File: config.mk
export PLATFORM = sky130hd
export DESIGN_NAME = func_decoder
export DESIGN_NICKNAME = d
export VERILOG_FILES = /design/src/rtl/func_decoder.sv
export SDC_FILE = /design/constraint.sdc
export NUM_CORES = 1
export LEC_CHECK = 0
export CAP_MARGIN = 40
export CORE_MARGIN = 2
export CORE_UTILIZATION = 50
export CTS_CLUSTER_DIAMETER = 50
export CTS_CLUSTER_SIZE = 16
export DETAILED_ROUTE_END_ITERATION = 12
export DONT_BUFFER_PORTS = 1
export PLACE_DENSITY = 0.68
export SYNTH_ARGS = -nofsm -noshare
export SYNTH_HDL_FRONTEND = slang
export SYNTH_SLANG_ARGS = --single-unit
File: constraint.sdc
create_clock -name clknew -period 1.55 [get_ports clknew]
set_input_delay 0.155 -clock clknew [delete_from_list [all_inputs] [get_ports clknew]]
set_output_delay 0.155 -clock clknew [all_outputs]
set_load 0.01 [all_outputs]
File: src/rtl/func_decoder.sv
// Debounced decoder for the display changer's active-low one-hot select.
// Ports: clknew/rst in; lighter[3:0] in; func_sel[1:0], sel_valid,
// sel_change, sel_error out. Macro FUNC_DECODER_SYNC_EN adds a 2-flop
// input synchronizer (default build: lighter sampled directly).
module func_decoder #(
  parameter int unsigned STABLE_CYCLES = 16
) (
  input  logic       clknew,
  input  logic       rst,
  input  logic [3:0] lighter,
  output logic [1:0] func_sel,
  output logic       sel_valid,
  output logic       sel_change,
  output logic       sel_error
);

  localparam logic [7:0] CNT_MAX = 8'(STABLE_CYCLES - 1);
  localparam logic [7:0] CNT_CMT = 8'(STABLE_CYCLES - 2);

  typedef enum logic [1:0] {
    ST_WAIT,
    ST_SETTLE,
    ST_LOCKED
  } state_t;

  logic [3:0] s;
  logic [3:0] cand;
  logic [7:0] cnt;
  logic       match;
  logic       commit;
  state_t     state_q;
  state_t     state_d;

  logic       code_legal;
  logic       code_blank;
  logic [1:0] code_idx;

  logic [1:0] func_sel_d;
  logic       sel_valid_d;
  logic       sel_change_d;
  logic       sel_error_d;

`ifdef FUNC_DECODER_SYNC_EN
  logic [3:0] sync_q1;
  logic [3:0] sync_q2;

  // Reset to the blank code so a held-off display looks idle.
  always_ff @(posedge clknew or posedge rst) begin
    if (rst) begin
      sync_q1 <= 4'b1111;
      sync_q2 <= 4'b1111;
    end else begin
      sync_q1 <= lighter;
      sync_q2 <= sync_q1;
    end
  end

  assign s = sync_q2;
`else
  assign s = lighter;
`endif

  assign match  = (s == cand);
  // The saturated counter can never equal CNT_CMT again until the
  // run restarts, so each stable run commits at most once.
  assign commit = match && (cnt == CNT_CMT);

  always_ff @(posedge clknew or posedge rst) begin
    if (rst) begin
      cand <= 4'b1111;
      cnt  <= 8'd0;
    end else if (!match) begin
      cand <= s;
      cnt  <= 8'd0;
    end else if (cnt < CNT_MAX) begin
      cnt  <= cnt + 8'd1;
    end
  end

  always_comb begin
    code_legal = 1'b1;
    code_blank = 1'b0;
    code_idx   = 2'd0;
    unique case (s)
      4'b1110: code_idx = 2'd0;
      4'b1101: code_idx = 2'd1;
      4'b1011: code_idx = 2'd2;
      4'b0111: code_idx = 2'd3;
      4'b1111: begin
        code_legal = 1'b0;
        code_blank = 1'b1;
      end
      default: code_legal = 1'b0;
    endcase
  end

  always_ff @(posedge clknew or posedge rst) begin
    if (rst) state_q <= ST_WAIT;
    else     state_q <= state_d;
  end

  always_comb begin
    state_d = state_q;
    unique case (state_q)
      ST_WAIT: begin
        if (!match)      state_d = ST_SETTLE;
        else if (commit) state_d = ST_LOCKED;
      end
      ST_SETTLE: begin
        if (commit)      state_d = ST_LOCKED;
      end
      ST_LOCKED: begin
        if (!match)      state_d = ST_SETTLE;
      end
      default:           state_d = ST_WAIT;
    endcase
  end

  always_comb begin
    func_sel_d   = func_sel;
    sel_valid_d  = sel_valid;
    sel_error_d  = sel_error;
    sel_change_d = 1'b0;
    if (commit && (state_q != ST_LOCKED)) begin
      unique case (1'b1)
        code_legal: begin
          sel_change_d = !sel_valid || (code_idx != func_sel);
          func_sel_d   = code_idx;
          sel_valid_d  = 1'b1;
          sel_error_d  = 1'b0;
        end
        code_blank: begin
          sel_valid_d  = 1'b0;
          sel_error_d  = 1'b0;
        end
        default: begin
          sel_valid_d  = 1'b0;
          sel_error_d  = 1'b1;
        end
      endcase
    end
  end

  always_ff @(posedge clknew or posedge rst) begin
    if (rst) begin
      func_sel   <= 2'b00;
      sel_valid  <= 1'b0;
      sel_change <= 1'b0;
      sel_error  <= 1'b0;
    end else begin
      func_sel   <= func_sel_d;
      sel_valid  <= sel_valid_d;
      sel_change <= sel_change_d;
      sel_error  <= sel_error_d;
    end
  end

endmodule

## After elaboration in Yosys (flattened, before gate mapping)

Index checks and enable logic that the tools add are counted.

| word-level totals | value |
|---|---|
| flip-flop bits (word level) | 19 |

| cells by class | value |
|---|---|
| $add $sub $neg | 1 |
| order comparisons | 1 |
| equal/unequal tests | 13 |
| muxes and demuxes | 13 |
| reduce and logical (&&, ||, !) cells | 8 |

Operators with widths:

| kind | count |
|---|---|
| $eq 4x4->1 const B | 4 |
| $mux 8 | 2 |
| $pmux 2 s3 | 2 |
| $add 8x1->8 const B | 1 |
| $eq 8x4->1 const B | 1 |
| $lt 8x4->1 const B | 1 |
| $mux 1 | 6 |
| $mux 2 | 3 |
| $eq 4x3->1 const B | 1 |
| $eq 4x4->1 | 1 |
| $ne 2x2->1 const B | 2 |
| $reduce_or 4->1 | 1 |
| $eq 2x1->1 const B | 1 |
| $eq 2x2->1 const B | 1 |
| $logic_and 1x1->1 | 2 |
| $logic_not 2->1 | 1 |
| $ne 2x1->1 const B | 1 |
| $ne 2x2->1 | 1 |
| $reduce_and 2->1 | 1 |
| $reduce_or 2->1 | 1 |
| $logic_not 1->1 | 1 |
| $logic_or 1x1->1 | 1 |

## Longest topological paths before layout

| logic depth | value |
|---|---|
| depth in word-level cells | 6 |
| depth in mapped cells | 6 |

## Worst setup path before layout

OpenSTA, ideal clock, no wires.

| timing | value |
|---|---|
| path type | flip-flop to flip-flop |
| start point | register cnt[7] |
| end point | register sel_error |
| library setup time | 0.125 ns |
| arrival time | 1.507 ns |
| path slack | -0.082 ns |
| cell stages (with the launch flop) | 5 |
| path through | dfrtp_1 > nor4_4 > nand4_4 > nor3_4 > mux2_4 |

| between the ends | value |
|---|---|
| word-level cells in the longest chain between the ends | 3 |

RTL lines:

| item | RTL line | text |
|---|---|---|
| start, declared | 28 | `logic [7:0] cnt;` |
| start signal, assigned | 76 | `cnt <= cnt + 8'd1;` |
| $eq 8x4->1 | 66 | `assign commit = match && (cnt == CNT_CMT);` |
| $logic_and 1x1->1 | 66 |  |
| $logic_and 1x1->1 | 124 | `if (commit && (state_q != ST_LOCKED)) begin` |
| end signal, assigned | 154 | `sel_error <= sel_error_d;` |
| end, declared | 14 | `output logic sel_error` |

No other way between the ends.
A chain may end at the register's enable or synchronous reset.

## Worst setup path in the final report

| timing | value |
|---|---|
| start point | register cnt[6] |
| end point | register sel_error |

The elaborated chain is that of the path after synthesis.

==> results.toml <==
[setup_path]
cp-end-kind = "flip-flop"
cpLargestDelayFamily = "simple AND/OR/NAND/NOR gates"
crit_fanout = 3
startpoint_type = "flip-flop"
required_ns = 1.74
crit_type = "reg2reg"
critPathSlowestCell = "dfrtp_1"
critPathMaxStageDelay_ns = 0.42
crit_arrival_ns = 1.75
crit_chain = "nor4_4 > nand4_4 > nor3_4 > mux2_4"
cp_num_buf_inv = 0

[floorplanning]
die_area_sq_um = 2500
start_util_pct = 53.4
core_sq_um = 1980
rows = 16
die_h_microns = 50.0
die_x_microns = 50.0
num_io_pins = 11

[yosys]
yosysWarnings = 0
syn-num-nets = 104
synth_seq_cells = 19
synth_top_area_cell = "dfrtp_1"
synthCells = 96
yosysUniqueCellTypes = 34
yosys.area.top_type_share_pct = 35.5
ys_top_cells_by_area = "dfrtp_1, dfstp_2, xnor2_1, nand4_4, a21oi_1"
syn_area_sq_um = 1060
yosysSeqAreaShare_pct = 45.4
avgSynthCellArea_sq_um = 11.0

[timing]
layout_min_cycle_time_ns = 1.56
final_max_slew_viol_count = 0
hold_slack_ns = 0.0868
worst_pin_slew_ns = 0.710
max-slew-margin-rel_pct = 52.6
final_hold_viol_count = 0
layout_setup_ws_ns = -0.0108
period_share_pct = 101
fmax_mhz = 641
setup_viol = 2
rsz0062_at_grt = "true"
fin_worst_skew_ns = 0.00430

[placement]
dpl.hpwl_microns = 1340
routabilityCongestion = 0.822
port_buffers = 0

[final_layout]
antenna_cells = 0
nets = 112
final_core_utilization_pct = 60.6
post_route_cells_drive_above_1_share_pct = 29.1
syn_to_final_growth_pct = 13.5
n_fill_cell = 157
seq_area_sq_um = 480
multi_input_area_sq_um = 542

[grt]
grt_use_met3_pct = 3.94
gr-usage-met2_pct = 30.0
grt_start_max_net_pins = 20
antenna_found_initial = 0
grt_pass1_vias = 726
use_met1_pct = 20.5
grt_pass1_wl_microns = 3260
grt.overflow.total = 0
grt_usage_pct = 17.9
busiest_layer = "met2"

[outcome]
violations = "negative setup slack"
status = "finished, violations left"

[drt]
finalWirelength_microns = 1840
drt-vias-per-instance = 5.38
drtAntennaViolNets = 0
vias = 699
drtIter0Drc = 3
dr.pass1.iters = 3
routedWlPerCell_microns = 14.2
drc_errors = 0

[clock_network]
cts_buffer_depth = 2
clk_pin_slew_ns = 0.11
clock_latency_ns = 0.30
htree_levels = 1
cts_root_buffer = "clkbuf_4"
numClockSinks = 19
numCtsBuffers = 3
cts_tree = "done"

[min_path]
hp-class = "in2reg"

[power]
ir_worst_vdd_uv = 598
power.leakage_nw = 0.543
powerDensity_nw_per_um2 = 711

[job]
cap_viol_max_count = 0
-- layout make-up --
| class | instances | share of cell area, % |
|---|---|---|
| Clock buffer | 3 | 1.88 |
| Clock inverter | 1 | 0.417 |
| Inverter | 3 | 0.938 |
| Multi-Input combinational cell | 65 | 45.1 |
| Sequential cell | 19 | 40.0 |
| Tap cell | 27 | 2.81 |
| Timing Repair Buffer | 12 | 8.85 |
-- final timing paths --
check                      cells after the start  slack, ns                   start                       to
min in group asynchronous                      2       0.40                     rst       cnt[2]$_DFFE_PP0P_
hold / removal                                 3       0.09              lighter[2]  func_sel[0]$_DFFE_PP0P_
max in group asynchronous                      2       0.71                     rst    sel_error$_DFFE_PP0P_
setup / recovery                               4      -0.01      cnt[6]$_DFFE_PP0P_    sel_error$_DFFE_PP0P_
hold reg to reg                                1       0.47  state_q[1]$_DFFE_PP0P_   state_q[0]$_DFFE_PP0P_
setup reg to reg                               4      -0.01      cnt[6]$_DFFE_PP0P_    sel_error$_DFFE_PP0P_
-- tightest hold or removal path: stages --
cell,delay [ns]
nor2_1,0.02
nor2_1,0.10
a211oi_1,0.08
-- per-stage QoR --
stage	worst slack (ns)	TNS (ns)	cell area, sq um	total power, mW	cells
2_1_floorplan	-0.0818	-0.164	1060	0.604	96
3_3_place_gp	0.0134	0	1080	0.598	119
3_5_place_dp	-0.0301	-0.0529	1080	0.599	119
4_1_cts	-0.0209	-0.0268	1180	0.864	130
5_1_grt	-0.0953	-0.291	1200	0.906	130
6_report	-0.0108	-0.0136	1200	0.854	130
-- logic make-up after synthesis --
logic type	synth area share, %
flops	45.4
fa+ha+maj	2.36
buf+inv	6.03
xor+xnor	9.81
mux	4.85
simple gates	22.7
compound gates	8.87
-- state kept, by name (all words and copies together), names as in the netlist --
name and cells:
func_sel 2, state_q 2, sel_error 1, cnt 8, sel_change 1, sel_valid 1, cand 4
-- metal layers --
layer	vias up	wire length (microns)
met5	-	0
met4	0	48
met3	4	68
met2	11	936
met1	341	788
li1	343	-
-- timing repair --
item | 4_1_cts | 5_1_grt
pin swaps | 1 | 3
hold endpoints to repair | 19 | 0
hold buffers | 5 | 0
setup endpoints to repair | 2 | 8
buffers inserted | 2 | 0
resized for setup | 1 | 5
-- synth_stat cells --
| library cell | number |
|---|---|
| ha_1 | 2 |
| nand3_1 | 6 |
| xnor2_1 | 7 |
| buf_2 | 4 |
| and3_1 | 1 |
| nand4_4 | 2 |
| xor2_1 | 3 |
| dfstp_2 | 4 |
| nor3_4 | 1 |
| and2_1 | 4 |
| nor4_4 | 1 |
| nand2_1 | 5 |
| nor3b_2 | 1 |
| a211oi_1 | 1 |
| a311oi_1 | 1 |
| mux2i_1 | 1 |
| nor2_1 | 8 |
| and2b_2 | 1 |
| dfrtp_1 | 15 |
| o21ai_0 | 2 |
| o211a_1 | 1 |
| mux2_2 | 1 |
| inv_1 | 3 |
| clkbuf_1 | 3 |
| a31oi_1 | 2 |
| xnor2_2 | 1 |
| o211ai_1 | 1 |
| dlygate4sd3_1 | 1 |
| o21a_1 | 1 |
| mux2_4 | 2 |
| and4_1 | 2 |
| and3_4 | 1 |
| a21oi_1 | 6 |
| buf_6 | 1 |
-- cells in the final DEF (no fill, tap or decap), drive strengths merged --
master / n
a211oi: 1
o211a: 1
nand2: 5
xnor2: 8
nand4: 2
a21oi: 6
o211ai: 1
dfstp: 4
o21ai: 2
nor3: 1
clkbuf: 3
mux2i: 1
a311oi: 1
a31oi: 2
nor2: 8
and2b: 1
mux2: 3
clkinv: 1
nor3b: 1
nand3: 6
inv: 3
ha: 2
and3: 2
dlygate4sd3: 5
and4: 2
buf: 7
dfrtp: 15
o21a: 1
nor4: 1
and2: 4
xor2: 3
-- power breakdown --
| part | internal [mW] | total (mW) | switching (mW) |
|---|---|---|---|
| clock | 0.0963 | 0.250 | 0.154 |
| sequential | 0.507 | 0.514 | 0.00602 |
| combinational | 0.0461 | 0.0908 | 0.0447 |
Note: power is estimated with default switching activity, not from simulation.
